--- src/rtl/imm_pkg.sv ---
// Shared types for the immediate generator.
//   imm_src_t : 3-bit format select driven by the decoder control.
//   RAW_W     : width of the instruction slice handed to the generator (instr[31:7]).
package imm_pkg;

  localparam int RAW_W = 25;

  typedef enum logic [2:0] {
    IMM_I     = 3'b000,
    IMM_S     = 3'b001,
    IMM_B     = 3'b010,
    IMM_U     = 3'b011,
    IMM_J     = 3'b100,
    IMM_SHAMT = 3'b101,
    IMM_ZIMM  = 3'b110,
    IMM_RSVD  = 3'b111
  } imm_src_t;

endpackage

--- src/rtl/imm_gen_pipe_if.sv ---
// Decode->execute immediate channel.
//   in_*  : upstream valid/ready with raw instruction bits, format and tag.
//   out_* : downstream valid/ready with decoded immediate, tag and illegal flag.
// master = the side driving instructions and consuming results; slave = imm_gen_pipe.
interface imm_gen_pipe_if
  import imm_pkg::*;
#(
  parameter int XLEN  = 32,
  parameter int TAG_W = 5
);
  logic             in_valid;
  logic             in_ready;
  logic [RAW_W-1:0] in_raw;
  imm_src_t         in_imm_src;
  logic [TAG_W-1:0] in_tag;
  logic             out_valid;
  logic             out_ready;
  logic [XLEN-1:0]  out_imm;
  logic [TAG_W-1:0] out_tag;
  logic             out_illegal;

  modport master (
    output in_valid, in_raw, in_imm_src, in_tag, out_ready,
    input  in_ready, out_valid, out_imm, out_tag, out_illegal
  );

  modport slave (
    input  in_valid, in_raw, in_imm_src, in_tag, out_ready,
    output in_ready, out_valid, out_imm, out_tag, out_illegal
  );
endinterface

--- src/rtl/imm_decode.sv ---
// Pure combinational RISC-V immediate decoder.
//   raw     : instr[31:7] (raw[k] = instr[k+7])
//   src     : format select
//   imm     : immediate, sign-extended (signed formats) or zero-extended to XLEN
//   illegal : src was the reserved encoding
module imm_decode
  import imm_pkg::*;
#(
  parameter int XLEN = 32
) (
  input  logic [RAW_W-1:0] raw,
  input  imm_src_t         src,
  output logic [XLEN-1:0]  imm,
  output logic             illegal
);
  // Every format fits in 32 bits; a signed 32-bit intermediate lets one
  // size cast handle the RV64 extension for all formats. Zero-extended
  // formats keep bit 31 clear so the cast leaves them unsigned.
  logic signed [31:0] v32;

  always_comb begin
    v32     = '0;
    illegal = 1'b0;
    case (src)
      IMM_I:     v32 = {{20{raw[24]}}, raw[24:13]};
      IMM_S:     v32 = {{20{raw[24]}}, raw[24:18], raw[4:0]};
      IMM_B:     v32 = {{19{raw[24]}}, raw[24], raw[0], raw[23:18], raw[4:1], 1'b0};
      IMM_U:     v32 = {raw[24:5], 12'b0};
      IMM_J:     v32 = {{11{raw[24]}}, raw[24], raw[12:5], raw[13], raw[23:14], 1'b0};
      // RV64 shifts use a 6-bit shamt; on RV32 bit 25 of the instruction is not part of it.
      IMM_SHAMT: v32 = {26'b0, (XLEN == 64) ? raw[18] : 1'b0, raw[17:13]};
      IMM_ZIMM:  v32 = {27'b0, raw[12:8]};
      default:   illegal = 1'b1;
    endcase
  end

  assign imm = XLEN'(v32);
endmodule

--- src/rtl/imm_gen_pipe.sv ---
// Registered immediate generator with a two-entry skid buffer.
//   clk, rst_n : clock, asynchronous active-low reset
//   bus        : imm_gen_pipe_if slave (in_* from decode, out_* to execute)
// Decode happens before storage, so out_* come straight from the O register.
// in_ready is registered as !S.valid so upstream never sees out_ready combinationally.
module imm_gen_pipe
  import imm_pkg::*;
#(
  parameter int XLEN  = 32,
  parameter int TAG_W = 5
) (
  input  logic          clk,
  input  logic          rst_n,
  imm_gen_pipe_if.slave bus
);
  typedef struct packed {
    logic [XLEN-1:0]  imm;
    logic [TAG_W-1:0] tag;
    logic             illegal;
  } entry_t;

  logic [XLEN-1:0] dec_imm;
  logic            dec_ill;
  entry_t          dec_ent, o_ent, s_ent, o_nxt, s_nxt;
  logic            o_vld, s_vld, o_vld_nxt, s_vld_nxt;
  logic            in_rdy, accept;

  imm_decode #(.XLEN(XLEN)) u_dec (
    .raw     (bus.in_raw),
    .src     (bus.in_imm_src),
    .imm     (dec_imm),
    .illegal (dec_ill)
  );

  assign dec_ent = '{imm: dec_imm, tag: bus.in_tag, illegal: dec_ill};
  assign accept  = bus.in_valid && in_rdy;

  always_comb begin
    o_nxt     = o_ent;
    s_nxt     = s_ent;
    o_vld_nxt = o_vld;
    s_vld_nxt = s_vld;
    case ({o_vld, s_vld})
      2'b00: if (accept) begin
        o_nxt     = dec_ent;
        o_vld_nxt = 1'b1;
      end
      2'b10: begin
        if (accept && bus.out_ready) begin
          o_nxt = dec_ent;
        end else if (accept) begin
          s_nxt     = dec_ent;
          s_vld_nxt = 1'b1;
        end else if (bus.out_ready) begin
          o_vld_nxt = 1'b0;
        end
      end
      2'b11: if (bus.out_ready) begin
        o_nxt     = s_ent;
        s_vld_nxt = 1'b0;
      end
      default: ;
    endcase
  end

  always_ff @(posedge clk or negedge rst_n) begin
    if (!rst_n) begin
      o_ent  <= '0;
      s_ent  <= '0;
      o_vld  <= 1'b0;
      s_vld  <= 1'b0;
      in_rdy <= 1'b1;
    end else begin
      o_ent  <= o_nxt;
      s_ent  <= s_nxt;
      o_vld  <= o_vld_nxt;
      s_vld  <= s_vld_nxt;
      in_rdy <= !s_vld_nxt;
    end
  end

  assign bus.in_ready    = in_rdy;
  assign bus.out_valid   = o_vld;
  assign bus.out_imm     = o_ent.imm;
  assign bus.out_tag     = o_ent.tag;
  assign bus.out_illegal = o_ent.illegal;

  // S only ever fills behind a valid O.
  a_no_skid_alone: assert property (@(posedge clk) disable iff (!rst_n) !(s_vld && !o_vld));
endmodule

--- src/flat_wrapper.sv ---
// flat-port wrapper written by rule: the top's interface ports become plain ports
module imm_gen_pipe_flat import imm_pkg::*;
#(
  parameter int XLEN  = 32,
  parameter int TAG_W = 5
)
  (clk, rst_n, bus_in_valid, bus_in_raw, bus_in_imm_src, bus_in_tag, bus_out_ready, bus_in_ready, bus_out_valid, bus_out_imm, bus_out_tag, bus_out_illegal);
  imm_gen_pipe_if #(.XLEN(XLEN), .TAG_W(TAG_W)) bus_i ();
  input  logic clk;
  input  logic rst_n;
  input wire logic [$bits(bus_i.in_valid)-1:0] bus_in_valid;
  input wire logic [$bits(bus_i.in_raw)-1:0] bus_in_raw;
  input wire logic [$bits(bus_i.in_imm_src)-1:0] bus_in_imm_src;
  input wire logic [$bits(bus_i.in_tag)-1:0] bus_in_tag;
  input wire logic [$bits(bus_i.out_ready)-1:0] bus_out_ready;
  output wire logic [$bits(bus_i.in_ready)-1:0] bus_in_ready;
  output wire logic [$bits(bus_i.out_valid)-1:0] bus_out_valid;
  output wire logic [$bits(bus_i.out_imm)-1:0] bus_out_imm;
  output wire logic [$bits(bus_i.out_tag)-1:0] bus_out_tag;
  output wire logic [$bits(bus_i.out_illegal)-1:0] bus_out_illegal;
  assign bus_i.in_valid = bus_in_valid;
  assign bus_i.in_raw = bus_in_raw;
  assign bus_i.in_imm_src = bus_in_imm_src;
  assign bus_i.in_tag = bus_in_tag;
  assign bus_i.out_ready = bus_out_ready;
  assign bus_in_ready = bus_i.in_ready;
  assign bus_out_valid = bus_i.out_valid;
  assign bus_out_imm = bus_i.out_imm;
  assign bus_out_tag = bus_i.out_tag;
  assign bus_out_illegal = bus_i.out_illegal;
  imm_gen_pipe #(.XLEN(XLEN), .TAG_W(TAG_W)) u_core (.clk(clk), .rst_n(rst_n), .bus(bus_i));
endmodule
--- config.mk ---
export PLATFORM = sky130hd
export DESIGN_NAME = imm_gen_pipe_flat
export DESIGN_NICKNAME = d
export VERILOG_FILES = /design/src/rtl/imm_pkg.sv /design/src/rtl/imm_gen_pipe_if.sv /design/src/rtl/imm_decode.sv /design/src/rtl/imm_gen_pipe.sv /design/src/flat_wrapper.sv
export SDC_FILE = /design/constraint.sdc
export NUM_CORES = 1
export LEC_CHECK = 0
export CAP_MARGIN = 20
export CORE_UTILIZATION = 30
export CTS_CLUSTER_SIZE = 14
export DETAILED_ROUTE_END_ITERATION = 8
export DONT_BUFFER_PORTS = 1
export PLACE_DENSITY_LB_ADDON = 0.1
export SLEW_MARGIN = 10
export SYNTH_ARGS = -nofsm -noshare
export SYNTH_HDL_FRONTEND = slang
export SYNTH_HIERARCHICAL = 1
export SYNTH_SLANG_ARGS = --single-unit
--- constraint.sdc ---
create_clock -name clk -period 2.15 [get_ports clk]
set_input_delay 0.43 -clock clk [delete_from_list [all_inputs] [get_ports clk]]
set_output_delay 0.43 -clock clk [all_outputs]
set_load 0.01 [all_outputs]
==> run_results.csv <==
group,metric,value,unit
status,status,"complete, but fails checks",
status,violations,"negative hold slack",
logic_synthesis,ys_seq_area_share,48.5,%
hold_path,min_path_type,"in2async",
timing,slew_headroom,57.6,%
timing,final_hold_viol_count,79,
logic_synthesis,syn-num-nets,352,
timing,fmax,480,MHz
timing,fin_skew,0.00237,ns
logic_synthesis,yosys.cell_types.count,41,
cells_and_area,antenna_cells,0,
global_route,grt_max_degree,80,
cells_and_area,fin_util,34.7,%
job,max-cap-violations,0,
worst_setup_path,cpPeakStageDelay,0.37,ns
timing,whs,-0.214,ns
pwr,powerDensity,1430,nW/um2
worst_setup_path,cp-end-kind,"flop",
cts,clock-sinks,79,
routing,wl_per_cell,19.5,um
cts,cts_tree,"built",
place,gp_congestion,0.712,
cells_and_area,drive_gt1_share,41.3,%
routing,drt-total-wl,9550,um
global_route,grt_pass1_wl,15100,um
place,io_buffer_count,0,
timing,setup_ws,0.0653,ns
cells_and_area,n_fill_cell,1304,
worst_setup_path,cp_max_fo,15,
cells_and_area,final_cell_mix,"mux2_2, dfrtp_1, mux2_1",
cts,clockBufferDepth,2,
worst_setup_path,cp.arrival,2.31,ns
pwr,ir_drop,0.539,mV
floorplanning,die_h,119,um
floorplanning,rows,42,
cells_and_area,final_common_cell,"mux2_2",
cts,cts.clk_slew.worst_paths,0.06,ns
floorplanning,ios,77,
cts,numCtsBuffers,9,
place,dp.final_hpwl,5990,um
cts,clock_latency,0.34,ns
routing,first_pass_iters,4,
floorplanning,start_util,30.8,%
logic_synthesis,ys_warn_count,6,
worst_setup_path,crit_family,"buffers and inverters",
global_route,grt_util_all_layers,14.3,%
timing,setup_viol_count_final,0,
global_route,grt_pass1_vias,2646,
logic_synthesis,synthCells,312,
global_route,overflow,0,
worst_setup_path,crit_chain,"inv_1 > ha_1 > nor2b_1 > a2111oi_4 > buf_4 > buf_6 > mux2_2",
place,pre_cts_ws,0.0895,ns
logic_synthesis,ys_seq_elements,79,
routing,vias,2488,
worst_setup_path,slowest_stage,"dfrtp_1",
logic_synthesis,postSynthAreaPerCell,13.1,um2
worst_setup_path,path_buf_inv,3,
routing,drt_iter0_drc,96,
cells_and_area,syn2layout_area_growth,12.9,%
floorplanning,die_w,119,um
pwr,p_leak,2.06,nW
logic_synthesis,synth_area_leader_cell,"dfrtp_1",
worst_setup_path,worstSetupPathType,"reg2reg",
cells_and_area,nets,350,
floorplanning,floorplan.die_area,14100,um2
timing,finalCriticalPeriod,2.08,ns
worst_setup_path,worstPathRequired,2.38,ns
logic_synthesis,synth_area_leaders,"dfrtp_1, mux2_2, mux2_1",
timing,tightestPinTransition,0.634,ns
routing,ant_nets,0,
logic_synthesis,syn_area,4080,um2
timing,rsz0062_at_grt,"no",
routing,drc,0,
timing,fin_tns_setup,0,ns
cts,ctsHtreeMaxLevel,3,
routing,vias_per_cell,5.07,
worst_setup_path,startpoint_type,"flop",
timing,final-max-slew-violation-count,0,
timing,finalCritPeriodShare,97.0,%
global_route,antenna_found_initial,0,
logic_synthesis,synth_top_area_share,47.9,%
floorplanning,core,13200,um2
pwr,finalPower,6.59,mW
cts,clockRootBuffer,"clkbuf_16",
[repair_timing]
item	in CTS	in global routing
gates resized for setup	0	1
endpoints found under the hold margin	79	79
endpoints found under the setup margin	0	27
buffers inserted	0	3
[final timing paths]
| path | end | from | slack (ns) | depth (start not counted) |
|---|---|---|---|---|
| hold reg to reg | u_core/s_ent[7] | u_core/s_ent[7] | 0.50 | 1 |
| setup / recovery | u_core/bus.out_tag[2] | u_core/bus.out_valid | 0.07 | 7 |
| max in group asynchronous | u_core/bus.in_ready | rst_n | 2.18 | 0 |
| hold / removal | u_core/s_ent[2] | rst_n | -0.21 | 0 |
| min in group clk | u_core/s_ent[1] | bus_in_tag[0] | 0.24 | 1 |
| setup reg to reg | u_core/bus.out_tag[2] | u_core/bus.out_valid | 0.07 | 7 |
[per-stage QoR]
step	cell area, um2	std cells
3_3_place_gp	4250	471
4_1_cts	4560	487
6_report	4600	491
2_1_floorplan	4080	312
3_5_place_dp	4250	471
5_1_grt	4600	491
[cell type report]
cell class / instances / area (um2) / share of cell area, %
clock inverter: 3 / 40.0 / 0.870
sequential: 79 / 1980 / 43.0
clock buffer: 13 / 270 / 5.87
tap: 176 / 220 / 4.79
inverter: 5 / 18.8 / 0.408
multi-input combinational: 205 / 1950 / 42.4
timing repair buffer: 10 / 121 / 2.64
[synthesized netlist by cell type]
cell	number
and2b_1	4
a22oi_1	2
clkbuf_1	6
xnor2_1	1
dfrtp_1	78
nand2_1	1
nor2_1	1
or3_1	1
mux2i_1	1
inv_2	1
nor2b_2	1
a21boi_0	1
a22o_1	5
nor3_1	1
buf_1	2
a21o_1	8
o21ai_0	5
mux2_2	94
dfstp_2	1
mux2_1	20
and2_1	3
o22ai_1	7
nor2b_4	1
and3b_1	1
maj3_2	1
ha_1	3
nor2b_1	7
o2bb2ai_1	1
inv_1	4
a21o_2	4
nand4b_1	1
nand2b_1	1
and3_1	1
nand3_1	2
a221o_1	4
nor3b_1	5
buf_4	2
buf_6	5
a2111oi_2	1
a21oi_1	16
buf_2	8
[state kept, by name, indices dropped and copies added (netlist names), named ones only]
signal and count:
u_core/bus.in_ready 1, u_core/bus.out_illegal 1, u_core/bus.out_imm 32, u_core/bus.out_tag 5
u_core/bus.out_valid 1, u_core/s_ent 38
[per-layer routing]
metal	global-route usage, %	wire (um)	up-vias
met2	21.8	4400	58
met1	17.4	4190	1281
li1	-	-	1135
met5	0	0	-
met3	5.55	720	14
met4	7.59	238	0
[cell families (layout without fill, tap and decap cells)]
logic type | after synthesis | count (layout) | share of synthesized area, %
buffers and inverters | 28 | 31 | 3.93
flip-flops | 79 | 79 | 48.5
AO/OA/AOI/OAI | 54 | 54 | 9.18
AND/OR/NAND/NOR | 31 | 31 | 5.19
multiplexers | 115 | 115 | 31.7
XOR/XNOR | 1 | 1 | 0.215
adder cells (fa/ha/maj) | 4 | 4 | 1.20
[power by group]
group / internal (mW) / total, mW / leakage (nW) / switching [mW]
sequential: 2.20 / 2.73 / 0.993 / 0.535
clock: 0.990 / 1.58 / 0.156 / 0.592
combinational: 1.34 / 2.27 / 0.913 / 0.938
Power figures use the tool's default switching activity.
